**src/rtl/sched_pkg.sv**
```systemverilog
// Shared types and helpers for the memory port scheduler.
package sched_pkg;

    typedef enum logic {IDLE, BURST} state_t;

    localparam int unsigned CPU_ID = 0;

    // GPU pointer advance: index 0 belongs to the CPU, so wrap from the last GPU back to 1.
    function automatic int unsigned gpu_next_ptr(input int unsigned idx, input int unsigned num_req);
        return (idx >= num_req - 1) ? 1 : idx + 1;
    endfunction

endpackage

```
**src/rtl/gpu_rr_picker.sv**
```systemverilog
// Rotating-priority encoder over GPU requesters 1..N-1, starting at ptr.
module gpu_rr_picker
    import sched_pkg::*;
#(
    parameter int unsigned NUM_REQUESTERS = 9
) (
    input  logic [NUM_REQUESTERS-1:0]         req,
    input  logic [$clog2(NUM_REQUESTERS)-1:0] ptr,
    output logic                              found,
    output logic [$clog2(NUM_REQUESTERS)-1:0] idx
);

    localparam int unsigned IW = $clog2(NUM_REQUESTERS);

    int unsigned cand;

    always_comb begin
        found = 1'b0;
        idx   = '0;
        cand  = 0;
        for (int unsigned off = 0; off < NUM_REQUESTERS - 1; off++) begin
            // ptr is always in 1..N-1, so one conditional subtract keeps cand off index 0
            cand = 32'(ptr) + off;
            if (cand >= NUM_REQUESTERS) begin
                cand = cand - (NUM_REQUESTERS - 1);
            end
            if (!found && req[IW'(cand)]) begin
                found = 1'b1;
                idx   = IW'(cand);
            end
        end
    end

endmodule

```
**src/rtl/mem_port_scheduler.sv**
```systemverilog
// Burst-aware arbiter for one memory port: round-robin GPUs with priority, CPU as fallback.
// Optional CPU starvation guard enabled by defining SCHED_STARVE_EN.
module mem_port_scheduler
    import sched_pkg::*;
#(
    parameter int unsigned NUM_REQUESTERS = 9,
    parameter int unsigned MAX_BURST      = 16,
    parameter int unsigned STARVE_LIMIT   = 4
) (
    input  logic                              clk,
    input  logic                              rst,
    input  logic [NUM_REQUESTERS-1:0]         req_valid,
    input  logic [NUM_REQUESTERS-1:0]         req_last,
    output logic [NUM_REQUESTERS-1:0]         req_ready,
    output logic                              mem_valid,
    output logic                              mem_last,
    input  logic                              mem_ready,
    output logic [$clog2(NUM_REQUESTERS)-1:0] grant_id,
    output logic                              busy,
    output logic                              burst_err,
    output logic                              cpu_starve
);

    localparam int unsigned IW = $clog2(NUM_REQUESTERS);
    localparam int unsigned BW = $clog2(MAX_BURST + 1);

    if (NUM_REQUESTERS < 2 || MAX_BURST < 1 || STARVE_LIMIT < 1) begin : g_bad_params
        $error("mem_port_scheduler: illegal parameter values");
    end

    state_t         state, state_nxt;
    logic [IW-1:0]  owner, owner_nxt;
    logic [IW-1:0]  ptr, ptr_nxt;
    logic [BW-1:0]  beats, beats_nxt;
    logic           err_q, err_nxt;
    logic           pick_found;
    logic [IW-1:0]  pick_idx;
    logic           win_gpu;
    logic [IW-1:0]  win_idx;
    logic           any_req;
    logic           cpu_force;
    logic           xfer;

    gpu_rr_picker #(
        .NUM_REQUESTERS(NUM_REQUESTERS)
    ) u_picker (
        .req   (req_valid),
        .ptr   (ptr),
        .found (pick_found),
        .idx   (pick_idx)
    );

    assign any_req   = |req_valid;
    assign cpu_force = cpu_starve & req_valid[CPU_ID];
    assign win_gpu   = !cpu_force && pick_found;
    assign win_idx   = win_gpu ? pick_idx : IW'(CPU_ID);

    always_comb begin
        state_nxt = state;
        owner_nxt = owner;
        ptr_nxt   = ptr;
        beats_nxt = beats;
        err_nxt   = 1'b0;
        req_ready = '0;
        mem_valid = 1'b0;
        mem_last  = 1'b0;
        xfer      = 1'b0;
        case (state)
            IDLE: begin
                if (any_req) begin
                    state_nxt = BURST;
                    owner_nxt = win_idx;
                    if (win_gpu) begin
                        ptr_nxt = IW'(gpu_next_ptr(32'(win_idx), NUM_REQUESTERS));
                    end
                end
            end
            BURST: begin
                mem_valid        = req_valid[owner];
                mem_last         = req_last[owner];
                req_ready[owner] = mem_ready;
                xfer             = mem_valid && mem_ready;
                if (xfer) begin
                    if (mem_last) begin
                        state_nxt = IDLE;
                        beats_nxt = '0;
                    end else if (beats == BW'(MAX_BURST - 1)) begin
                        state_nxt = IDLE;
                        beats_nxt = '0;
                        err_nxt   = 1'b1;
                    end else begin
                        beats_nxt = beats + BW'(1);
                    end
                end
            end
            default: state_nxt = IDLE;
        endcase
    end

    always_ff @(posedge clk) begin
        if (rst) begin
            state <= IDLE;
            owner <= '0;
            ptr   <= IW'(1);
            beats <= '0;
            err_q <= 1'b0;
        end else begin
            state <= state_nxt;
            owner <= owner_nxt;
            ptr   <= ptr_nxt;
            beats <= beats_nxt;
            err_q <= err_nxt;
        end
    end

`ifdef SCHED_STARVE_EN
    localparam int unsigned SW = $clog2(STARVE_LIMIT + 1);

    logic [SW-1:0] starve_cnt;

    // Counts GPU wins the waiting CPU has lost in a row; any CPU win or CPU idle clears it.
    always_ff @(posedge clk) begin
        if (rst) begin
            starve_cnt <= '0;
        end else if (state == IDLE) begin
            if (!req_valid[CPU_ID] || !win_gpu) begin
                starve_cnt <= '0;
            end else if (starve_cnt != SW'(STARVE_LIMIT)) begin
                starve_cnt <= starve_cnt + SW'(1);
            end
        end
    end

    assign cpu_starve = (starve_cnt == SW'(STARVE_LIMIT));
`else
    assign cpu_starve = 1'b0;
`endif

    assign busy      = (state == BURST);
    assign grant_id  = owner;
    assign burst_err = err_q;

endmodule

```
**config.mk**
```make
export PLATFORM = sky130hd
export DESIGN_NAME = mem_port_scheduler
export DESIGN_NICKNAME = d
export VERILOG_FILES = /design/src/rtl/sched_pkg.sv /design/src/rtl/gpu_rr_picker.sv /design/src/rtl/mem_port_scheduler.sv
export SDC_FILE = /design/constraint.sdc
export NUM_CORES = 1
export LEC_CHECK = 0
export CORE_ASPECT_RATIO = 0.5
export CORE_MARGIN = 2
export CORE_UTILIZATION = 50
export CTS_CLUSTER_DIAMETER = 40
export DETAILED_ROUTE_END_ITERATION = 12
export MAX_ROUTING_LAYER = met4
export PLACE_DENSITY = 0.74
export SLEW_MARGIN = 20
export SYNTH_ARGS = -nofsm -noshare
export SYNTH_HDL_FRONTEND = slang
export SYNTH_SLANG_ARGS = --single-unit
```
**constraint.sdc**
```tcl
create_clock -name clk -period 7.25 [get_ports clk]
set_clock_uncertainty 0.15 [all_clocks]
set_input_delay 1.45 -clock clk [delete_from_list [all_inputs] [get_ports clk]]
set_output_delay 1.45 -clock clk [all_outputs]
set_load 0.02 [all_outputs]
```
# ---- Word level (Yosys, flattened, before mapping)
# Index checks and enable logic that the tools add are counted.
dict set report totals {
  reg_bits 15
  in_bits 21
  output_inout_bits 18
  word_cells 125
}
dict set report classes {
  addsub 17
  order_cmp 19
  n_eq_ne 1
  mux 59
  bitwise_logic 3
  reduce_logical 21
}
# operator count
set ops {}
lappend ops {{4-bit two-way mux} 18}
lappend ops {{4-bit by 5-bit < comparator with 1-bit output (second input constant)} 9}
lappend ops {{1-bit binary-select mux with 4-bit select} 10}
lappend ops {{5-bit by 4-bit >= comparator with 1-bit output (second input constant)} 7}
lappend ops {{4-bit subtractor (second input constant)} 8}
lappend ops {{1-bit two-way mux} 26}
lappend ops {{4-bit by 3-bit adder with 5-bit output (second input constant)} 4}
lappend ops {{4-bit by 2-bit adder with 5-bit output (second input constant)} 2}
lappend ops {{5-bit two-way mux} 2}
lappend ops {{9-bit AND} 1}
lappend ops {{1-bit logical AND} 9}
lappend ops {{9-bit two-way mux} 1}
lappend ops {{9-bit OR reduction} 1}
lappend ops {{4-bit >= comparator (second input constant)} 2}
lappend ops {{1-bit zero test} 7}
lappend ops {{4-bit by 1-bit adder with 5-bit output (second input constant)} 1}
lappend ops {{5-bit by 1-bit adder with 5-bit output (second input constant)} 1}
lappend ops {{5-bit by 4-bit equality test with 1-bit output (second input constant)} 1}
lappend ops {{4-bit by 1-bit adder with 4-bit output (second input constant)} 1}
lappend ops {{1-bit demux with 4-bit select} 1}
lappend ops {{4-bit by 1-bit >= comparator with 1-bit output (second input constant)} 1}
lappend ops {{2-bit AND reduction} 2}
lappend ops {{4-bit OR reduction} 1}
lappend ops {{3-bit AND reduction} 1}
lappend ops {{other kinds (2)} 3}

# ---- Depth between registers and ports, before layout
dict set report logic_depth {
  ltp_word 29
  mapped_depth 20
  ltp_nobuf 15
}

# ---- By module
# A second synthesis with hierarchy kept.
dict set report unflattened {
  cells_unflattened 323
  hier_area_um2 2576.2
}
# module n_inst cells_each area_per_inst_um2
set modules_own_cells {}
lappend modules_own_cells {gpu_rr_picker 1 199 1526.5}
lappend modules_own_cells {mem_port_scheduler 1 124 1049.8}

# ---- Worst setup path before layout
# No wires, ideal clock.
dict set report synth_timing {
  path_type {reg-to-reg}
  startpoint {register ptr[1]}
  endpoint {register ptr[2]}
  setup_time_ps 92
  arrival_time_ps 4388
  required_ps 7008
  setup_slack_ps 2620
  stages_incl_launch_ff 18
  n_path_buf 4
  cell_sequence {dfxtp_1 buf_6 clkbuf_1 inv_1 ha_1 buf_4 clkbuf_1 mux4_2 nor2_1 o31ai_2 or3_4 or3_4 o21ai_2 mux2i_1 inv_1 ha_1 o21a_1 o32ai_1}
}
dict set report synth_via {
  elab_chain_len 29
  word_cells_on_any_way 82
  cone_classes {16 x add/sub; 9 x order compare; 42 x mux; 15 x reduce/logical}
}
# element line
set synth_rtl {}
lappend synth_rtl {{from (decl)} mem_port_scheduler.sv:33} ;# logic [IW-1:0] ptr, ptr_nxt;
lappend synth_rtl {{from (signal assigned)} mem_port_scheduler.sv:110} ;# ptr <= ptr_nxt;
lappend synth_rtl {{branches (longest 26 deep; another with 4-bit by 1-bit adder with 5-bit output)} -}
lappend synth_rtl {{4-bit two-way mux *} mem_port_scheduler.sv:56} ;# assign win_idx = win_gpu ? pick_idx : IW'(CPU_ID);
lappend synth_rtl {{named net win_idx[0]} mem_port_scheduler.sv:39} ;# logic [IW-1:0] win_idx;
lappend synth_rtl {{4-bit by 1-bit adder with 4-bit output or 4-bit >= comparator (tied branches)} sched_pkg.sv:10} ;# return (idx >= num_req - 1) ? 1 : idx + 1;
lappend synth_rtl {{4-bit two-way mux *} sched_pkg.sv:10}
# Mark *: on every way through the listed nets, which the timed path passes. The select of a mux whose other input is x is not followed.
# A chain may end at the register's enable or synchronous reset.

# ---- Final worst setup path
dict set report layout_timing {
  startpoint {input port req_last[5]}
  endpoint {output port mem_last}
}
dict set report layout_via {
  elab_chain_len 3
}
# element line
set layout_rtl {}
lappend layout_rtl {{from (decl)} mem_port_scheduler.sv:13} ;# input logic [NUM_REQUESTERS-1:0] req_last,
lappend layout_rtl {{1-bit binary-select mux with 4-bit select} mem_port_scheduler.sv:80} ;# mem_last = req_last[owner];
lappend layout_rtl {{1-bit two-way mux (implied by the code)} mem_port_scheduler.sv:80}
lappend layout_rtl {{1-bit two-way mux} mem_port_scheduler.sv:68} ;# case (state)
lappend layout_rtl {{to (decl)} mem_port_scheduler.sv:16} ;# output logic mem_last,
# Every way passes these cells. The select of a mux whose other input is x is not followed.

==> impl_metrics.tcl <==
set metrics [dict create \
    power.density_nw_per_um2 345 \
    syn_area_um2 2640 \
    fmax_ghz 0.195 \
    ys_dominant_reg_cell "dfxtp_1" \
    core_um2 5000 \
    cts_htree_levels 1 \
    area_delta_synth_final_pct 13.2 \
    n_antenna_cell 0 \
    worstPathArrival_ns 3.54 \
    drtIter0Drc 183 \
    synth_edf_count 0 \
    fin_crit_sh_pct 70.9 \
    io_pins 39 \
    rsz0062_at_grt "false" \
    synth_warnings 0 \
    cts_resized 0 \
    place_ws_ns 1.98 \
    min_path_type "flip-flop to flip-flop" \
    power_leakage_nw 1.08 \
    grt_max_degree 31 \
    ys_ff_latch 15 \
    synthArstFlopShare_pct 0 \
    fin_ws_ns 2.11 \
    die_w_um 107 \
    antenna_found_initial 0 \
    synth_commonest_cells "nor2_1, a21oi_1, ha_1" \
    vias_per_cell 6.50 \
    clockBufferDepth 2 \
    clock-sinks 15 \
    grt_pass1_vias 2517 \
    syn_nets 361 \
    yosysSeqAreaShare_pct 11.4 \
    syn-instance-count 322 \
    drive_above_1_share_pct 11.7 \
    synth_cell_types 74 \
    outcome "completed" \
    crit_fanout 6 \
    crit_path_end_kind "output pin" \
    setup_viol_count_final 0 \
    fillCellCount 456 \
    yosysMostFrequentCell "nor2_1" \
    layout_min_cycle_time_ns 5.14 \
    num-nets-final 382 \
    path_class "input port to output pin" \
    finalWeightedCongestion 1.04 \
    seq_area_um2 300 \
    clk_pin_slew_ns 0.06 \
    synth_area_leaders "dfxtp_1, mux4_2, ha_1" \
    drt_first_pass_iters 5 \
    max_slew_margin_pct 43.3 \
    grtUsageTotal_pct 25.8 \
    fp-row-count 18 \
    ctsHoldBuffers 0 \
    yosysTopAreaCellShare_pct 11.4 \
    initial_utilization_pct 52.8 \
    grt_pass1_wl_mm 12.2 \
    multi_input_area_um2 2110 \
    root_buffer "clkbuf_8" \
    required_ns 5.65 \
    cts_setup_buffers 0 \
    numCtsBuffers 3 \
    start_kind "input port" \
    detail-route-antenna-nets 0 \
    yosys.area.top_type "dfxtp_1" \
    fp.dieH_um 55.4 \
    drc 0 \
    final_hold_viol_count 0 \
    avgRoutedWirePerCell_um 18.0 \
    die_area_um2 5920 \
    syn_area_per_cell_um2 8.20 \
    routed_wl_mm 7.42 \
    cap_violations 0 \
    vias 2679 \
    drv_slew 0 \
    clock_latency_ns 0.25 \
    setup_tns_ns 0 \
    dpl.hpwl_mm 5.55 \
    port_buffers 37 \
    worst_slew_pin_slew_ns 0.838 \
    cts_tree "yes" \
    peakVddDrop_uv 196 \
    gr-total-overflow 0 \
]
-- kinds of logic after synthesis --
family          count (synthesis)  synth area share, %
other cells                     1                0.142
buf+inv                        37                 8.57
flops                          15                 11.4
simple gates                  129                 27.8
xor+xnor                        9                 2.98
mux                            27                 17.1
fa+ha+maj                      18                 8.53
compound gates                 86                 23.5
-- power by group --
group | switching (W) | leakage, nW | internal (W)
Clock | 0.0000312 | 0.0255 | 0.0000381
Sequential | 0.0000401 | 0.122 | 0.0000993
Combinational | 0.000475 | 0.929 | 0.000349
Total | 0.000546 | 1.08 | 0.000486
-- routing by layer --
| layer | global-route usage (%) | vias up | routed length (um) |
|---|---|---|---|
| met2 | 40.0 | 114 | 3350 |
| li1 | - | 1267 | - |
| met4 | 4.64 | 0 | 91 |
| met5 | - | - | 0 |
| met1 | 36.2 | 1286 | 3380 |
| met3 | 3.78 | 12 | 595 |
-- cells in the final DEF (no fill, tap or decap), drive strengths merged, types with 4 or more instances in the layout --
| cell | instances |
|---|---|
| a211o | 4 |
| a21oi | 22 |
| and2 | 5 |
| clkdlybuf4s50 | 37 |
| dfxtp | 15 |
| ha | 18 |
| inv | 13 |
| mux2i | 12 |
| mux4 | 14 |
| nand2 | 15 |
| nand2b | 13 |
| nand3 | 12 |
| nand3b | 6 |
| nand4 | 9 |
| nor2 | 22 |
| nor3 | 13 |
| nor4 | 9 |
| o211ai | 4 |
| o21a | 5 |
| o21ai | 11 |
| o22ai | 5 |
| or2 | 6 |
| or3 | 4 |
| xnor2 | 6 |
-- flip-flops by register name, summed over array words and instances (netlist names) --
register	cells
beats	5
grant_id	4
ptr	4
burst_err	1
busy	1
-- stage by stage --
stage	std cells	instance area, um^2	hold slack, ns	power [W]	util (%)
global placement	408	2940	0.282	0.000930	58.9
CTS	412	2990	0.301	0.00102	59.8
finish	412	2990	0.301	0.00103	59.8
global route	412	2990	0.325	0.00112	59.8
detailed placement	408	2940	0.288	0.000947	58.9
floorplan	322	2640	0.266	0.000777	-
-- path summary, 6_finish.rpt --
kind	startpoint	end	slack, ns	depth (start not counted)
max	req_last[5]	mem_last	2.11	7
min	beats[4]	burst_err	0.30	1
max reg2reg	ptr[0]	ptr[2]	2.21	15
min reg2reg	beats[4]	burst_err	0.30	1
-- critical path: stages --
cell and delay (ns):
clkdlybuf4s50_1 0.41, mux4_2 0.45, mux2i_1 0.14, nor2_1 0.06, a31oi_1 0.39, nor2b_1 0.09, clkdlybuf4s50_1 0.55
-- area by class of cell --
class                   instances  share of cell area (%)
multi-input cells             270                    70.7
clock inverters                 1                   0.167
inverters                      13                    1.63
repair buffers                 40                    13.1
clock buffers                   3                    1.38
well taps                      70                    2.93
flip-flops and latches         15                    10.0
Note: power is estimated with default switching activity, not from simulation.
